## src/rtl/rvh_l1d_pkg.sv

```systemverilog
// Shared L1D definitions: load-writeback entry layout, default queue depth and PTW slot states.
package rvh_l1d_pkg;

  localparam int LD_WB_DEPTH     = 4;
  localparam int LD_WB_ROB_TAG_W = 4;
  localparam int LD_WB_PREG_W    = 6;
  localparam int LD_WB_XLEN      = 64;

  typedef struct packed {
    logic [LD_WB_ROB_TAG_W-1:0] rob_tag;
    logic [LD_WB_PREG_W-1:0]    prd;
    logic [LD_WB_XLEN-1:0]      data;
    logic                       from_mlfb;
  } ld_wb_entry_t;

  typedef enum logic {
    PTW_IDLE = 1'b0,
    PTW_HELD = 1'b1
  } ptw_state_e;

endpackage

```

## src/rtl/rvh_l1d_ld_wb_fifo.sv

```systemverilog
// Generic pointer FIFO with wrap-bit pointers and full/empty/count; push is ignored when full.
module rvh_l1d_ld_wb_fifo #(
  parameter  int WIDTH = 8,
  parameter  int DEPTH = 4,
  localparam int AW    = $clog2(DEPTH)
) (
  input  logic             clk,
  input  logic             rst,
  input  logic             push_i,
  input  logic [WIDTH-1:0] wdata_i,
  input  logic             pop_i,
  output logic [WIDTH-1:0] rdata_o,
  output logic             full_o,
  output logic             empty_o,
  output logic [AW:0]      count_o
);

  logic [AW:0]      head_q, head_d;
  logic [AW:0]      tail_q, tail_d;
  logic [WIDTH-1:0] mem_q [DEPTH];
  logic             do_push, do_pop;

  assign empty_o = (head_q == tail_q);
  assign full_o  = (head_q[AW-1:0] == tail_q[AW-1:0]) && (head_q[AW] != tail_q[AW]);
  assign count_o = tail_q - head_q;
  assign rdata_o = mem_q[head_q[AW-1:0]];

  assign do_push = push_i & ~full_o;
  assign do_pop  = pop_i & ~empty_o;

  always_comb begin
    head_d = head_q;
    tail_d = tail_q;
    if (do_push) tail_d = tail_q + 1'b1;
    if (do_pop)  head_d = head_q + 1'b1;
  end

  always_ff @(posedge clk) begin
    if (rst) begin
      head_q <= '0;
      tail_q <= '0;
    end else begin
      head_q <= head_d;
      tail_q <= tail_d;
    end
  end

  // Storage needs no reset: entries are only visible once the pointers say so.
  always_ff @(posedge clk) begin
    if (do_push) mem_q[tail_q[AW-1:0]] <= wdata_i;
  end

endmodule

```

## src/rtl/rvh_l1d_ld_wb_queue.sv

```systemverilog
// Load-writeback queue with single-entry PTW response slot and early LSU stall.
// Optional same-cycle empty-queue bypass enabled by defining RVH_L1D_LD_WB_BYPASS_EN.
module rvh_l1d_ld_wb_queue
  import rvh_l1d_pkg::*;
#(
  parameter int DEPTH          = LD_WB_DEPTH,
  parameter int STALL_MARGIN   = 1,
  parameter int ROB_TAG_WIDTH  = 4,
  parameter int PREG_TAG_WIDTH = 6,
  parameter int XLEN           = 64
) (
  input  logic                      clk,
  input  logic                      rst,
  input  logic                      ld_resp_vld_i,
  input  logic [ROB_TAG_WIDTH-1:0]  ld_resp_rob_tag_i,
  input  logic [PREG_TAG_WIDTH-1:0] ld_resp_prd_i,
  input  logic [XLEN-1:0]           ld_resp_data_i,
  input  logic                      ld_resp_from_mlfb_i,
  input  logic                      ptw_resp_vld_i,
  input  logic                      ptw_resp_id_i,
  input  logic [XLEN-1:0]           ptw_resp_pte_i,
  output logic                      wb_vld_o,
  output logic [ROB_TAG_WIDTH-1:0]  wb_rob_tag_o,
  output logic [PREG_TAG_WIDTH-1:0] wb_prd_o,
  output logic [XLEN-1:0]           wb_data_o,
  output logic                      wb_from_mlfb_o,
  input  logic                      wb_rdy_i,
  output logic                      ptw_vld_o,
  output logic                      ptw_id_o,
  output logic [XLEN-1:0]           ptw_pte_o,
  input  logic                      ptw_rdy_i,
  output logic                      ld_pipe_stall_o,
  output logic                      overflow_o
);

  localparam int           AW       = $clog2(DEPTH);
  localparam int           ENTRY_W  = ROB_TAG_WIDTH + PREG_TAG_WIDTH + XLEN + 1;
  localparam logic [AW:0]  STALL_TH = (AW+1)'(DEPTH - STALL_MARGIN);

  logic [ENTRY_W-1:0] in_entry, head_entry;
  logic               fifo_push, fifo_pop, fifo_full, fifo_empty;
  logic [AW:0]        fifo_count;
  logic               overflow_q, overflow_d;
  ptw_state_e         ptw_state_q;
  logic               ptw_vld_q, ptw_id_q;
  logic [XLEN-1:0]    ptw_pte_q;

  assign in_entry = {ld_resp_rob_tag_i, ld_resp_prd_i, ld_resp_data_i, ld_resp_from_mlfb_i};

`ifdef RVH_L1D_LD_WB_BYPASS_EN
  logic bypass_hit;
  assign bypass_hit = fifo_empty & ld_resp_vld_i;
  // A bypassed response taken by the arbiter this cycle must not also be queued.
  assign fifo_push  = ld_resp_vld_i & ~(bypass_hit & wb_rdy_i);
  assign wb_vld_o   = ~fifo_empty | bypass_hit;
  assign {wb_rob_tag_o, wb_prd_o, wb_data_o, wb_from_mlfb_o} = bypass_hit ? in_entry : head_entry;
`else
  assign fifo_push  = ld_resp_vld_i;
  assign wb_vld_o   = ~fifo_empty;
  assign {wb_rob_tag_o, wb_prd_o, wb_data_o, wb_from_mlfb_o} = head_entry;
`endif

  assign fifo_pop = ~fifo_empty & wb_rdy_i;

  rvh_l1d_ld_wb_fifo #(
    .WIDTH (ENTRY_W),
    .DEPTH (DEPTH)
  ) u_ld_fifo (
    .clk     (clk),
    .rst     (rst),
    .push_i  (fifo_push),
    .wdata_i (in_entry),
    .pop_i   (fifo_pop),
    .rdata_o (head_entry),
    .full_o  (fifo_full),
    .empty_o (fifo_empty),
    .count_o (fifo_count)
  );

  assign ld_pipe_stall_o = (fifo_count >= STALL_TH);

  always_ff @(posedge clk) begin
    if (rst) begin
      ptw_state_q <= PTW_IDLE;
      ptw_vld_q   <= 1'b0;
      ptw_id_q    <= 1'b0;
      ptw_pte_q   <= '0;
    end else begin
      case (ptw_state_q)
        PTW_IDLE: begin
          if (ptw_resp_vld_i) begin
            ptw_state_q <= PTW_HELD;
            ptw_vld_q   <= 1'b1;
            ptw_id_q    <= ptw_resp_id_i;
            ptw_pte_q   <= ptw_resp_pte_i;
          end
        end
        PTW_HELD: begin
          if (ptw_rdy_i) begin
            if (ptw_resp_vld_i) begin
              ptw_id_q  <= ptw_resp_id_i;
              ptw_pte_q <= ptw_resp_pte_i;
            end else begin
              ptw_state_q <= PTW_IDLE;
              ptw_vld_q   <= 1'b0;
            end
          end
        end
        default: begin
          ptw_state_q <= PTW_IDLE;
          ptw_vld_q   <= 1'b0;
        end
      endcase
    end
  end

  assign ptw_vld_o = ptw_vld_q;
  assign ptw_id_o  = ptw_id_q;
  assign ptw_pte_o = ptw_pte_q;

  // Full is taken from registered state, so a same-cycle pop never saves the push.
  assign overflow_d = overflow_q
                    | (ld_resp_vld_i & fifo_full)
                    | ((ptw_state_q == PTW_HELD) & ~ptw_rdy_i & ptw_resp_vld_i);

  always_ff @(posedge clk) begin
    if (rst) overflow_q <= 1'b0;
    else     overflow_q <= overflow_d;
  end

  assign overflow_o = overflow_q;

endmodule

```

## config.mk

```make
export PLATFORM = sky130hd
export DESIGN_NAME = rvh_l1d_ld_wb_queue
export DESIGN_NICKNAME = d
export VERILOG_FILES = /design/src/rtl/rvh_l1d_pkg.sv /design/src/rtl/rvh_l1d_ld_wb_fifo.sv /design/src/rtl/rvh_l1d_ld_wb_queue.sv
export SDC_FILE = /design/constraint.sdc
export NUM_CORES = 1
export LEC_CHECK = 0
export BUFFER_PORTS_ARGS = -buffer_cell sky130_fd_sc_hd__buf_4
export CAP_MARGIN = 10
export CORE_MARGIN = 2
export CORE_UTILIZATION = 51
export CTS_BUF_LIST = sky130_fd_sc_hd__clkbuf_8
export CTS_CLUSTER_DIAMETER = 100
export DETAILED_ROUTE_END_ITERATION = 7
export HOLD_SLACK_MARGIN = 0.05
export MAX_ROUTING_LAYER = met4
export PLACE_DENSITY = 0.78
export RECOVER_POWER = 25
export SETUP_SLACK_MARGIN = 0.15
export SYNTH_ARGS = -nofsm -noshare
export SYNTH_HDL_FRONTEND = slang
export SYNTH_SLANG_ARGS = --single-unit
```

## constraint.sdc

```tcl
create_clock -name clk -period 3.17 [get_ports clk]
set_input_delay 0.4755 -clock clk [delete_from_list [all_inputs] [get_ports clk]]
set_output_delay 0.4755 -clock clk [all_outputs]
set_load 0.02 [all_outputs]
```

======== Yosys cells after proc, flatten, opt, wreduce, memory -nomap -nowiden ========
Memories as Yosys holds them, arrays and structs flattened. A register that Yosys moved wholly into a read port is not among the register bits.
Index checks and enable logic that the tools add are counted.
storage, ports and cells
  flip-flop bits (word level) ............. 74
  bits in latches ......................... 0
  bits in writable memories ............... 300
  ROM bits ................................ 0
  bits of input ports ..................... 146
  output and inout port bits .............. 144
  logic and storage cells ................. 49
  memories ................................ 1
operators by class
  add/sub/neg operators ................... 3
  multipliers ............................. 0
  divide/modulo/power cells ............... 0
  magnitude comparators ................... 1
  equality and inequality tests ........... 6
  shift operators ......................... 0
  multiplexer cells ....................... 17
  bitwise gates (word level) .............. 12
  reductions and logical operators ........ 2
memory list
  memory           depth  width  rd ports  clocked after memory_dff  write ports  line                      text
  u_ld_fifo.mem_q  4      75     1         1                         1            rvh_l1d_ld_wb_fifo.sv:20  logic [WIDTH-1:0] mem_q [DEPTH];
operators by type and width
  operator                                              count
  2-to-1 mux 64 bit                                     2
  one-hot mux 64 bit (2 select lines)                   1
  2-to-1 mux 1 bit                                      9
  adder 3 x 1 -> 3 bit (second input constant)          2
  AND 1 bit                                             6
  != test 2 bit (second input constant)                 3
  one-hot mux 1 bit (2 select lines)                    3
  2-to-1 mux 2 bit                                      2
  NOT 1 bit                                             4
  equality test 3 bit                                   1
  >= comparator 3 x 2 -> 1 bit (second input constant)  1
  AND reduction 3 bit                                   1
  subtractor 3 bit                                      1
  equality test 2 bit                                   1
  OR 1 bit                                              2
  logical AND 1 bit                                     1
  != test 1 bit                                         1

======== Longest topological paths before layout ========
Gate-level depths: netlist of run 1.
  depth after elaboration ................. 6
  gate-level depth with buffers ........... 6
  mapped depth without buffers ............ 6

======== By module ========
A second synthesis of run 1 with hierarchy kept.
unflattened totals
  cell total of the unflattened synthesis .. 755
  area total of the unflattened synthesis .. 14422.6 um2
by module, submodules not included
  module               times used  cells each  area each (um2)  sequential area each (um2)
  rvh_l1d_ld_wb_fifo   1           458         11370.9          9168.8
  rvh_l1d_ld_wb_queue  1           297         3051.7           1361.3

======== Worst setup path before layout of run 1 ========
OpenSTA, ideal clock, no wires.
  path kind ............................... reg-to-reg
  start ................................... register u_ld_fifo.tail_q[0]
  end ..................................... memory u_ld_fifo.mem_q[2][0] (netlist bit) (enable)
  setup time .............................. 0.441 ns
  data arrival time ....................... 2.997 ns
  data required time ...................... 2.729 ns
  path slack .............................. -0.268 ns
  cell stages (with the launch flop) ...... 7
  buffers on the path ..................... 1
  period minus slack after synthesis ...... 3.438 ns
  path through ............................ dfxtp_1 > inv_1 > ha_1 > nand2_1 > buf_2 > o21a_1 > and2_1
between the ends
  longest elaborated chain between the ends .. 6
RTL lines
  item                                    line                      text
  start, declared                         rvh_l1d_ld_wb_fifo.sv:19  logic [AW:0] tail_q, tail_d;
  start signal, assigned                  rvh_l1d_ld_wb_fifo.sv:44  tail_q <= tail_d;
  equality test 2 bit                     rvh_l1d_ld_wb_fifo.sv:24  assign full_o = (head_q[AW-1:0] == tail_q[AW-1:0]) && (head_q[AW] != tail_q[AW]);
  logical AND 1 bit                       rvh_l1d_ld_wb_fifo.sv:24
  NOT 1 bit                               rvh_l1d_ld_wb_fifo.sv:28  assign do_push = push_i & ~full_o;
  AND 1 bit                               rvh_l1d_ld_wb_fifo.sv:28
  2-to-1 mux 1 bit                        rvh_l1d_ld_wb_fifo.sv:50  if (do_push) mem_q[tail_q[AW-1:0]] <= wdata_i;
  2-to-1 mux 1 bit (implied by the code)  rvh_l1d_ld_wb_fifo.sv:50
  end, declared                           rvh_l1d_ld_wb_fifo.sv:20
Parallel ways exist; a longest one is shown, timed or not.

==> metrics, run 1 <==
HP Class in2reg; setup bufs post-CTS 0; ys flop type edfxtp_1; CTS clk-pin slew, worst paths 0.07 ns; GRT busiest layer met2; post-DR vias/cell 5.55; Synth area leaders edfxtp_1 (65%), mux4_2 (12%), dfxtp_1 (11%); area growth from synthesis to layout 25.6%; vias in the first global route 8,518; share of cells above drive strength 1 36.0%; #FFs+latches synth 376; worst r2r path cells 6; CP Launch Type flip-flop; FP Rows 60; Fmax 0.353 GHz; post-synthesis sequential area ratio 75.6%; Final Max Tran Viols 0; crit end category primary output; Crit Path Max Fanout 32; Ports 290; Post-CTS Hold Buffers 2; final hold viol count 0; period utilisation layout 89.4%; CTS Root Cell clkbuf_8; Post-synth EDFFs 300; 1st-iter DRT viols 675; Nets 1,236; DRC Markers 0; Num Clock Sinks 376; H-tree depth 2; Final Setup Violations 0; Die W 169 um; total iterations of the first detailed-routing run 5; worst path cell trace buf_12 > mux4_2 > buf_4; GR met3 Demand/Resource 4.78%; Worst slew margin 35.9%; RSZ-0062 raised after global routing false; critical path class reg2out; Syn Area/Cell 18.2 um2; synth warn 0; part of the power in registers 44.5%; global-route wire length before repair 44,800 um; Setup TNS 0 ns; status finished, final reports clean; hold depth 2; final wirelength 29,300 um; top-count cell post-synth edfxtp_1; CP arrival 2.36 ns; PwrDens 827 mW/mm2; switching fraction of total power 29.9%; Worst-Skew Late Latency 0.58 ns; Critical Path Max Stage Delay 0.67 ns; Clock Skew 0.0224 ns; gpl congestion 0.766; antenna cells 0; slowest stage cell on the critical path dfxtp_4; M2 GR Usage 32.7%; cts repair resizes 0; post-synthesis cell count 767; fin worst setup slack 0.337 ns; max-cap check violation count 0; final antenna-violating net count 0; post-synth top area cell edfxtp_1; final core occ 65.1%; CTS tree yes; Die H 169 um; GR Overflow Total 0; worst-margin pin slew 0.955 ns; met1 Track Usage GR 27.6%; initial antenna violation count 0; Initial Util 51.8%; min cycle time layout 2.83 ns; synth unique cells 38; pre-CTS WS 0.609 ns; WP data required 2.69 ns; asr flop ratio synth 0%; Vias 8,141; switching power 4.33 mW; total track usage 20.8%; commonest cells in the netlist edfxtp_1 (300), dfxtp_1 (76), mux4_2 (75), nand3_1 (68), a21oi_1 (67); post-synth net total 921; final std cells w/o fill 1,466; WL/cell 20.0 um; Cell Count Post-Placement 1,361; I/O Buffers 289; core area 0.0269 mm2; Logic pwr share 28.4%; P_int 10.1 mW; LEAKAGE 6.21 nW; Pwr Total 14.5 mW; Clock Tree Buf Depth 3; VDD IR max 0.000384 V; clock share of power 27.2%; largest net degree at the start of global routing 68; Die ar. 0.0286 mm2; Cell Area, Synth 0.0139 mm2; share of the synthesized area in the top cell type 64.7%; TritonCTS Buffers 58; dpl hpwl 18,900 um
==> cells by family after synthesis <==
family | Yosys count | synth area share, %
xor gates and xnor gates | 2 | 0.126
AOI/OAI and AO/OA | 146 | 5.50
adders and majority gates | 8 | 0.773
and+or+nand+nor | 97 | 3.83
muxes | 75 | 12.1
buffers and inverters | 63 | 2.02
DFF | 376 | 75.6
==> worst paths after layout <==
| path | from | end | slack [ns] |
|---|---|---|---|
| max | flip-flop | wb_data_o[58] | 0.34 |
| min | ptw_rdy_i | ptw_vld_o | 0.1 |
| max reg2reg | u_ld_fifo.tail_q[0] | u_ld_fifo.mem_q[3][74] | 0.61 |
| min reg2reg | ptw_pte_o[63] | ptw_pte_o[63] | 0.48 |
==> critical path: cells and delay by family, from the launching register on <==
family   cells  cell delay, ns
buf+inv      2            0.51
flops        1            0.67
mux          1            0.57
==> power groups by stage <==
stage / sequential [mW] / clock (mW) / combinational (mW)
after floorplan: 6.43 / 0 / 2.50
after global placement: 6.50 / 0 / 4.15
after detailed placement: 6.54 / 0 / 4.19
after CTS: 6.44 / 4.03 / 4.20
after global routing: 6.50 / 4.22 / 4.34
final: 6.43 / 3.93 / 4.10
==> routing by layer <==
metal / vias up / routed length [um] / share of wire, %
li1: 3711 / - / -
met1: 4022 / 11700 / 40
met2: 366 / 14400 / 49
met3: 42 / 2630 / 9.0
met4: 0 / 511 / 1.7
met5: - / 0 / 0
==> placed cells by master (no fill, tap or decap), drive strengths merged, types with 2 or more instances in the layout <==
| cell | Yosys | routed |
|---|---|---|
| inv | 8 | 28 |
| ha | 7 | 7 |
| a31oi | 4 | 4 |
| nor3b | 5 | 5 |
| a41oi | 2 | 2 |
| clkbuf | 26 | 124 |
| nand2 | 6 | 6 |
| o311ai | 3 | 3 |
| bufinv | 0 | 4 |
| dfxtp | 76 | 76 |
| a21oi | 67 | 67 |
| clkinv | 0 | 16 |
| buf | 29 | 247 |
| nand3 | 68 | 68 |
| xnor2 | 2 | 2 |
| and2 | 4 | 4 |
| o21a | 2 | 2 |
| edfxtp | 300 | 300 |
| o21ai | 66 | 66 |
| or4 | 2 | 2 |
| mux4 | 75 | 75 |
| dlygate4sd3 | 0 | 2 |
==> state kept, by name, indices dropped and copies added (netlist names), named ones only <==
name              cells
ptw_id_o              1
u_ld_fifo.head_q      3
u_ld_fifo.tail_q      3
ptw_state_q           1
ptw_pte_o            64
ptw_vld_o             1
overflow_o            1
u_ld_fifo.mem_q     300
==> area by class of cell <==
type,count,area [um2]
clock buffer,63,867
clock inverter,40,278
fill,1891,9380
inverter,8,30.0
multi-input combinational,328,3130
sequential,376,10500
tap,341,427
timing repair buffer,310,2230
==> through the flow <==
step                hold WS, ns  instance area, um2
floorplan                 0.464               13900
global placement          0.461               16600
detailed placement        0.468               16600
CTS                      0.0507               17700
global route             0.0791               17500
finish                   0.0975               17500
Note: power is estimated with default switching activity, not from simulation.
==> run 2: changes to the inputs <==
--- a/config.mk
+++ b/config.mk
@@ -5,7 +5,7 @@
 export SDC_FILE = /design/constraint.sdc
 export NUM_CORES = 1
 export LEC_CHECK = 0
-export BUFFER_PORTS_ARGS = -buffer_cell sky130_fd_sc_hd__buf_4
+export BUFFER_PORTS_ARGS = -buffer_cell sky130_fd_sc_hd__buf_2
 export CAP_MARGIN = 10
 export CORE_MARGIN = 2
 export CORE_UTILIZATION = 51
@@ -15,7 +15,6 @@
 export HOLD_SLACK_MARGIN = 0.05
 export MAX_ROUTING_LAYER = met4
 export PLACE_DENSITY = 0.78
-export RECOVER_POWER = 25
 export SETUP_SLACK_MARGIN = 0.15
 export SYNTH_ARGS = -nofsm -noshare
 export SYNTH_HDL_FRONTEND = slang
==> run 2 against run 1 <==
Clock power fell by 7.6%. Combinational power fell by 8.5%. Global-route usage rose by 0.12 points. Power fell by 4.6%. Flip-flop and latch count did not move. Register-to-register slack improved by 0.07 ns. Wire length rose by 0.75%. Hold slack got worse by 0.0028 ns. Count of clock-buffer cells in the layout fell by 4. Final area fell by 3.0%. Fmax rose by 1.9%. Setup slack improved by 0.053 ns. Critical path type unchanged. Largest cell class unchanged.
==> metrics, run 2 (synthesized netlist as in run 1, its figures left out) <==
final antenna-violating net count 0; Initial Util 51.8%; max-cap check violation count 0; LEAKAGE 6.22 nW; hold depth 1; CTS tree yes; layout filler cell count 1,916; final hold viol count 0; initial antenna violation count 2; Final Setup Violations 0; Num Clock Sinks 376; crit end category primary output; CP Launch Type flip-flop; WL/cell 19.9 um; setup bufs post-CTS 0; Vias 8,237; Ports 290; TritonCTS Buffers 58; Final Max Tran Viols 0; Post-Route M1 WL 11,600 um; pre-CTS WS 0.653 ns; CTS clk-pin slew, worst paths 0.06 ns; min cycle time layout 2.78 ns; area growth from synthesis to layout 21.9%; most frequent cells in the layout edfxtp_1 (300), buf_2 (289), mux4_2 (75); max reg flops 300; DP Area 0.0159 mm2; Worst R2R End u_ld_fifo.mem_q[2][49]; total track usage 20.9%; total iterations of the first detailed-routing run 5; Pwr Total 13.8 mW; RSZ-0062 raised after global routing false; post-DR vias/cell 5.57; hold slack 0.0947 ns; Final Instance Area 0.0170 mm2; FP Rows 60; Cell Count Post-Placement 1,366; global-route wire length before repair 45,100 um; dpl hpwl 19,400 um; commonest non-fill, non-tap cell in the layout edfxtp_1; r2r setup slk 0.68 ns; DR top layer met4; PwrDens 813 mW/mm2; Clock Tree Buf Depth 3; Worst slew margin 38.6%; VDD IR max 0.000370 V; Fmax 0.360 GHz; period utilisation layout 87.7%; Setup TNS 0 ns; WP data required 2.69 ns; Clock Skew 0.0317 ns; 1st-iter DRT viols 641; HP Class in2reg; final core occ 63.1%; CTS Root Cell clkbuf_8; gpl congestion 0.757; I/O Buffers 289; Crit Path Max Fanout 43; Post-CTS Hold Buffers 1; Die W 169 um; Worst-Skew Late Latency 0.60 ns; met3 wire length 2430 um; CP arrival 2.30 ns; H-tree depth 2; Die H 169 um; HP Start ld_resp_rob_tag_i[2]; final wirelength 29,500 um; hold endpoint u_ld_fifo.mem_q[2][73]; share of cells above drive strength 1 41.3%; core area 0.0269 mm2; worst-margin pin slew 0.914 ns; fin worst setup slack 0.390 ns; Nets 1,240; RR Startpoint u_ld_fifo.tail_q[0]; largest net degree at the start of global routing 72; Die ar. 0.0286 mm2; worst r2r path cells 6; vias in the first global route 8,537; status finished, final reports clean; final std cells w/o fill 1,480; GR Overflow Total 0; cts repair resizes 0; DRC Markers 0; metal2 WL 15,000 um; critical path class reg2out
run 2: cell count changes in the layout (fill, tap and decap cells not counted), moves of 5 or more:
cell / change
diode_2: +5
clkbuf_1: -61
buf_2: +289
buf_4: -224
clkinv_1: +7
run 2: worst max path at each step:
stage	cells past startpoint	slack, ns	to	start
floorplan	6	0.55	u_ld_fifo.mem_q[0][0]	u_ld_fifo.tail_q[0]
global placement	6	0.79	u_ld_fifo.mem_q[2][71]	u_ld_fifo.tail_q[0]
detailed placement	6	0.65	u_ld_fifo.mem_q[2][66]	u_ld_fifo.tail_q[0]
CTS	3	0.31	wb_data_o[50]	flip-flop
global route	3	0.27	wb_data_o[50]	flip-flop
finish	3	0.39	wb_data_o[50]	flip-flop
run 2: per-layer routing:
metal | vias up | global-route usage, %
met5 | - | -
met4 | 0 | 5.24
met3 | 41 | 4.69
met2 | 374 | 35.2
met1 | 4091 | 26.0
li1 | 3731 | -
run 2: final cells by class:
cell class / instances / area (um2) / share of cell area [%]
sequential: 376 / 10500 / 62.1
multi-input combinational: 328 / 3130 / 18.4
timing repair buffer: 314 / 1770 / 10.5
clock buffer: 59 / 812 / 4.79
tap: 341 / 427 / 2.51
clock inverter: 49 / 251 / 1.48
inverter: 8 / 30.0 / 0.177
antenna: 5 / 12.5 / 0.0737
run 2: where the power goes:
group          total, mW  internal [mW]  switching [mW]  leakage, nW
registers           6.42           6.13           0.294         3.38
logic               3.75           1.53            2.22         2.22
clock network       3.63           1.83            1.80        0.614
total               13.8           9.48            4.31         6.22
run 2: critical path, cell delays in order, from the launching register on:
cell	delay (ns)
dfxtp_4	0.54
buf_12	0.36
mux4_2	0.60
buf_2	0.19
